$ cat src/rtl/lfsr_shuffle_engine.sv
// In-place swap shuffle of RAM entries 0..len_1 driven by a Galois LFSR.
// Unscramble walks the indices in reverse and steps the LFSR backward, exactly undoing a scramble.
module lfsr_shuffle_engine #(
   parameter int unsigned          DW     = 8,
   parameter int unsigned          AW     = 5,
   parameter int unsigned          LFSR_W = 16,
   parameter logic [LFSR_W-1:0]    TAPS   = 16'hB400,
   parameter logic [LFSR_W-1:0]    SEED   = 16'hACE1
) (
   input  logic              clk,
   input  logic              rst_n,
   input  logic              start,
   input  logic              mode,
   input  logic [AW-1:0]     len_1,
   input  logic              seed_load,
   input  logic [LFSR_W-1:0] seed,
   output logic              busy,
   output logic              done,
   output logic [LFSR_W-1:0] lfsr_state,
   output logic [AW-1:0]     r_addr,
   input  logic [DW-1:0]     dout,
   output logic [AW-1:0]     w_addr,
   output logic [DW-1:0]     din,
   output logic              we
);

   typedef enum logic [2:0] {IDLE, GEN, RDI, RDJ, WRI, WRJ, DONE} state_t;

   state_t            state;
   logic [AW-1:0]     i;
   logic [AW-1:0]     j;
   logic [AW-1:0]     len_q;
   logic              mode_q;
   logic [DW-1:0]     temp;
   logic [LFSR_W-1:0] lfsr;
   logic [LFSR_W-1:0] lfsr_fwd;
   logic [AW-1:0]     last_i;

   function automatic logic [LFSR_W-1:0] fwd(input logic [LFSR_W-1:0] s);
      return (s >> 1) ^ (s[0] ? TAPS : '0);
   endfunction

   function automatic logic [LFSR_W-1:0] bwd(input logic [LFSR_W-1:0] n);
      return n[LFSR_W-1] ? (((n ^ TAPS) << 1) | LFSR_W'(1)) : (n << 1);
   endfunction

   function automatic logic [AW-1:0] smear(input logic [AW-1:0] v);
      logic [AW-1:0] m;
      m = v;
      for (int unsigned k = 1; k < AW; k++)
         m = m | (m >> k);
      return m;
   endfunction

   // Masking to the smeared limit leaves r <= 2*len_1+1, so one subtraction folds it into range.
   function automatic logic [AW-1:0] map_idx(input logic [LFSR_W-1:0] s, input logic [AW-1:0] lim);
      logic [AW-1:0] r;
      r = s[AW-1:0] & smear(lim);
      if (r > lim)
         r = r - (lim + AW'(1));
      return r;
   endfunction

   assign lfsr_fwd   = fwd(lfsr);
   assign last_i     = mode_q ? '0 : len_q;
   assign lfsr_state = lfsr;
   assign r_addr     = (state == RDJ) ? j : i;
   assign w_addr     = (state == WRJ) ? j : i;
   assign din        = (state == WRI) ? dout : temp;

   always_ff @(posedge clk or negedge rst_n) begin
      if (!rst_n) begin
         state  <= IDLE;
         i      <= '0;
         j      <= '0;
         len_q  <= '0;
         mode_q <= 1'b0;
         temp   <= '0;
         lfsr   <= SEED;
         busy   <= 1'b0;
         done   <= 1'b0;
         we     <= 1'b0;
      end else begin
         case (state)
            IDLE: begin
               if (seed_load)
                  lfsr <= (seed == '0) ? SEED : seed;
               if (start) begin
                  mode_q <= mode;
                  len_q  <= len_1;
                  i      <= mode ? len_1 : '0;
                  busy   <= 1'b1;
                  state  <= GEN;
               end
            end
            GEN: begin
               if (!mode_q) begin
                  lfsr <= lfsr_fwd;
                  j    <= map_idx(lfsr_fwd, len_q);
               end else begin
                  j    <= map_idx(lfsr, len_q);
               end
               state <= RDI;
            end
            RDI: state <= RDJ;
            RDJ: begin
               temp  <= dout;
               we    <= 1'b1;
               state <= WRI;
            end
            WRI: state <= WRJ;
            WRJ: begin
               we <= 1'b0;
               if (mode_q)
                  lfsr <= bwd(lfsr);
               if (i == last_i) begin
                  done  <= 1'b1;
                  state <= DONE;
               end else begin
                  i     <= mode_q ? (i - AW'(1)) : (i + AW'(1));
                  state <= GEN;
               end
            end
            DONE: begin
               done  <= 1'b0;
               busy  <= 1'b0;
               state <= IDLE;
            end
            default: state <= IDLE;
         endcase
      end
   end

endmodule

$ cat config.mk
export PLATFORM = sky130hd
export DESIGN_NAME = lfsr_shuffle_engine
export DESIGN_NICKNAME = d
export VERILOG_FILES = /design/src/rtl/lfsr_shuffle_engine.sv
export SDC_FILE = /design/constraint.sdc
export NUM_CORES = 1
export LEC_CHECK = 0
export CORE_UTILIZATION = 52
export DETAILED_ROUTE_END_ITERATION = 10
export GPL_TIMING_DRIVEN = 0
export PLACE_DENSITY = 0.91
export SLEW_MARGIN = 25
export SYNTH_ARGS = -nofsm -noshare
export SYNTH_HDL_FRONTEND = slang
export SYNTH_SLANG_ARGS = --single-unit
$ cat constraint.sdc
create_clock -name clk -period 3.7 [get_ports clk]
set_clock_uncertainty 0.15 [all_clocks]
set_input_delay 0.37 -clock clk [delete_from_list [all_inputs] [get_ports clk]]
set_output_delay 0.37 -clock clk [all_outputs]
set_load 0.03 [all_outputs]
# Word level (Yosys, flattened, before mapping)
# Cells that the tools add are included.
# op_classes
order_cmp	2
n_reduce_logical	12
bitwise	8
eq_ne	13
n_mux	27
addsub	5
# ops
operator	n
16-bit 2-to-1 mux	5
5-bit 2-to-1 mux	10
16-bit one-hot mux with 3 select lines	1
3-bit one-hot mux with 6 select lines	1
16-bit logical NOT	1
15-bit by 16-bit XOR with 16-bit output	1
15-bit 2-to-1 mux	1
5-bit by 1-bit adder with 5-bit output, second input constant	2
5-bit bitwise AND	2
5-bit > comparator	2
2-bit != test, second input constant	5
5-bit one-hot mux with 2 select lines	1
5-bit subtractor	2
3-bit == test, second input constant	3
8-bit 2-to-1 mux	1
2-bit nonzero test	4
3-bit by 2-bit == test with 1-bit output, second input constant	2
3-bit 2-to-1 mux	2
1-bit one-hot mux with 2 select lines	3
2-bit AND reduction	3
5-bit == test	1
5-bit by 1-bit bitwise OR with 5-bit output	1
5-bit by 2-bit bitwise OR with 5-bit output	1
5-bit by 3-bit bitwise OR with 5-bit output	1
10 further kinds	11
# word_totals
register_bits	46
input_bits	34
wordCells	77
output_inout_bits	37

# Depth between registers and ports, before layout
# logic_depth
depth_word	8
mapped_depth	13
ltp_nobuf	13

# Least setup slack after synthesis
# OpenSTA, ideal clock, no wires.
# synth_path
path_kind	reg2reg
from	register len_q[4]
to	register j[4]
setup_ps	122
n_path_buf	1
stages_incl_launch_ff	11
period_less_slack_ps	2808
arrival_ps	2536
path_slack_ps	892
required_ps	3428
cell_sequence	dfrtp_1 buf_2 o41ai_1 inv_1 ha_1 nand4b_1 a32oi_1 o21ai_1 o32ai_1 nor3_1 a32o_1
# synth_between
elab_chain_cells	8
elab_cells_between_ends	14
classes_between	add/sub (3); order compare (2); mux (3); bitwise (6)
# synth_rtl
element	line_no	rtl
start, declared	32	logic [AW-1:0] len_q;
start signal, assigned	90	len_q <= len_1;
5-bit by 4-bit bitwise OR with 5-bit output	51	m = m | (m >> k);
5-bit by 3-bit bitwise OR with 5-bit output	51	
5-bit by 2-bit bitwise OR with 5-bit output	51	
5-bit by 1-bit bitwise OR with 5-bit output	51	
5-bit bitwise AND	58	r = s[AW-1:0] & smear(lim);
5-bit subtractor / 5-bit > comparator (equally long branches)	60, 59	
5-bit 2-to-1 mux	59	if (r > lim)
5-bit 2-to-1 mux (*)	97	if (!mode_q) begin
end signal, assigned	99	j <= map_idx(lfsr_fwd, len_q);
end signal, assigned	101	j <= map_idx(lfsr, len_q);
end, declared	31	logic [AW-1:0] j;
# Every way passes the cells marked *; elsewhere a longest branch is shown, timed or not.
# A chain may end at the register's enable or synchronous reset.

# Final worst setup path
# Ends and elaborated chain as after synthesis.

==> run summary <==
• CTS buffer count: 5
• H-tree levels: 2
• overflow left after global routing: 0
• post-CTS setup buffers: 0
• slew at the pin closest to its max-slew limit: 703 ps
• area of the core: 6390 sq um
• number of port buffers: 70
• slowest cell delay on critical path: 570 ps
• Skew-Pair Late Insertion Delay: 310 ps
• arrival time reported for the critical path endpoint: 3450 ps
• clock tree from TritonCTS: built
• Yosys warning total: 0
• Detailed Routing Iterations Pass 1: 5
• ant diodes: 0
• final setup violating endpoints: 0
• DRT met1 WL: 4060 um
• maximum buffer depth of the clock tree: 2
• detailed-routed wire length on met2: 4590 um
• wire length reported by the detailed router: 9630 um
• Horiz. Die Dim: 83.7 um
• initial antenna violation count: 0
• detail-routed net length per standard cell: 18.0 um
• library cell used as clock root buffer: clkbuf_8
• cell with the most instances after synthesis: nand2_1
• via-per-instance ratio: 6.24
• area leader, netlist: dfrtp_1
• I/O pin count: 71
• Unique masters post-synth: 55
• remaining max-slew budget at the tightest pin: 53.0%
• pin count of the biggest net entering global routing: 29
• dominant cells by area after synthesis: dfrtp_1, mux2_2, ha_1
• synthesized netlist cell count: 379
• highest routed metal layer: met4
• min-delay worst type: reg2reg
• unrepaired setup endpoints after global routing: no
• combined area of the multi-input logic cells: 2170 sq um
• die span in y: 83.7 um
• synthesized net count: 437
• clock sink count: 46
• outcome: finished, final reports clean
• number of enable flip-flop cells after synthesis: 0
• maximum clock frequency: 294 MHz
• DRC violation count after routing: 0
• violation count after the first detailed-route iteration: 221
• count of vias placed by the detailed router: 3347
• fill cell count: 513
• Detail Route met3 WL: 718 um
• final worst path period share: 92.0%
• Critical Path Fanout Max: 10
• antenna viol nets, final: 0
• effective utilization at floorplan: 54.4%
• number of global-route vias before repair: 3370
• die area: 7010 sq um
• routability cong.: 0.927
• Post-Syn Area: 3470 sq um
• Startpoint Class: register
• Final Max Slew Viols: 0
• CP endpoint kind: register
• post-route non-filler standard cell count: 536
• sum of negative setup slack: 0 ps
• most used flip-flop cell after synthesis: dfrtp_1
• layout-stage area growth over the synthesis result: 26.5%
• overall routing resource usage: 28.2%
• Hold Slack: 336 ps
• number of maximum-capacitance constraint violations: 0
• number of gates given a new drive strength after cts: 0
• critical setup path kind: reg2reg
• total placed cells including tap cells: 527
• ranking of synthesized cells by instance count: nand2_1, dfrtp_1, o21ai_0
• fraction of the yosys area taken by sequential cells: 33.4%
• fraction of final layout cells with drive strength greater than 1: 13.7%
• Post-CTS Hold Fix Bufs: 1
• required arrival time at the worst endpoint: 3740 ps
• clock transition at the register clock pins on the worst setup and hold paths after CTS: 100 ps
• placed wire-length estimate: 7260 um
• count of final hold-check violations: 0
• first-pass GRT wire length: 16000 um
• net count of the finished layout: 516
• synthesized flop and latch total: 46
• count of standard-cell rows: 29
• post-synthesis average cell area: 9.16 sq um
• cell chain of the critical path: buf_2 > o41ai_1 > inv_1 > ha_1 > nand4b_1 > a32oi_1 > o21ai_1 > o32ai_1 > nor3_1 > a32o_1
• asr flop ratio synth: 100%
• Period minus WS final: 3400 ps
• proportion of netlist area held by the largest area contributor: 27.4%
• Sequential cell area: 1160 sq um
• cell at the slowest stage of the critical path: o41ai_1
-- area by class of cell --
type                       count  area share, %
timing repair buffer          72           16.7
sequential                    46           26.4
multi-input combinational    299           49.4
clock inverter                 3          0.541
inverter                      17           1.45
buffer                        17           1.76
clock buffer                   5           1.57
tap                           77           2.19
-- through the flow --
stage               util (%)  worst slack (ps)  instance area, sq um
CTS                     68.8               398                  4400
global placement        66.9               613                  4270
finish                  68.8               296                  4400
floorplan                  -               892                  3470
detailed placement      67.2               480                  4290
global route            68.8              82.3                  4400
-- worst max-delay path, delay by kind of cell, from the launching register on --
kind                     cells  cell delay [ps]
adder cells (fa/ha/maj)      1              340
AO/OA/AOI/OAI                5             1800
flip-flops                   1              420
buffers and inverters        2              340
AND/OR/NAND/NOR              2              210
-- layer usage --
layer	GRT usage (%)	up-vias
li1	-	1540
met1	37.0	1591
met2	46.9	182
met3	3.66	34
met4	11.6	0
met5	0	-
-- logic make-up (layout without fill, tap and decap cells) --
logic type                 Yosys count  in the layout  synth area share [%]
AOI/OAI and AO/OA                  103            103                  19.3
xor gates and xnor gates            20             20                  5.04
adders and majority gates           24             24                  9.29
buffers and inverters               34            114                  4.07
DFF                                 46             46                  33.4
muxes                               47             47                  14.8
and+or+nand+nor                    105            105                  14.1
-- final timing paths --
path	depth (start not counted)	start	slack, ps	to
max in group asynchronous	3	rst_n	2310	lfsr_state[7]$_DFFE_PN1P_
min in group asynchronous	2	rst_n	470	i[1]$_DFFE_PN0P_
setup reg to reg	10	len_q[4]$_DFFE_PN0P_	300	j[4]$_DFFE_PN0P_
setup / recovery	10	len_q[4]$_DFFE_PN0P_	300	j[4]$_DFFE_PN0P_
hold reg to reg	2	we$_DFFE_PN0P_	340	we$_DFFE_PN0P_
hold / removal	2	we$_DFFE_PN0P_	340	we$_DFFE_PN0P_
-- state kept, by name, indices dropped and copies added, names as in the netlist --
name	cells
temp	8
done	1
lfsr_state	16
i	5
mode_q	1
busy	1
len_q	5
state	3
j	5
we	1
-- cells in the final DEF, fill, tap and decap left out, types with 3 or more instances in the layout --
cell type | Yosys | layout
inv_1 | 15 | 15
nand2_1 | 46 | 46
a21oi_1 | 19 | 19
o221ai_1 | 8 | 8
nor2_1 | 19 | 19
clkdlybuf4s50_1 | 0 | 69
a211oi_1 | 3 | 3
a221oi_1 | 4 | 4
a31oi_1 | 5 | 5
clkbuf_1 | 8 | 8
fa_1 | 3 | 3
nor4_1 | 5 | 5
dfstp_2 | 8 | 8
ha_1 | 21 | 21
nand3_1 | 12 | 12
nand2b_1 | 3 | 3
nor3_1 | 5 | 5
clkbuf_8 | 0 | 5
xor2_1 | 9 | 9
nor2b_1 | 6 | 6
xnor2_1 | 11 | 11
a32oi_1 | 3 | 3
o21ai_0 | 36 | 36
a21o_1 | 3 | 3
dfrtp_1 | 38 | 38
buf_2 | 5 | 6
mux2i_1 | 12 | 12
mux2_2 | 35 | 35
Power is left out: the tool's default activity adds up to more than one toggle a clock period on the data nets, which glitch-free logic cannot reach.
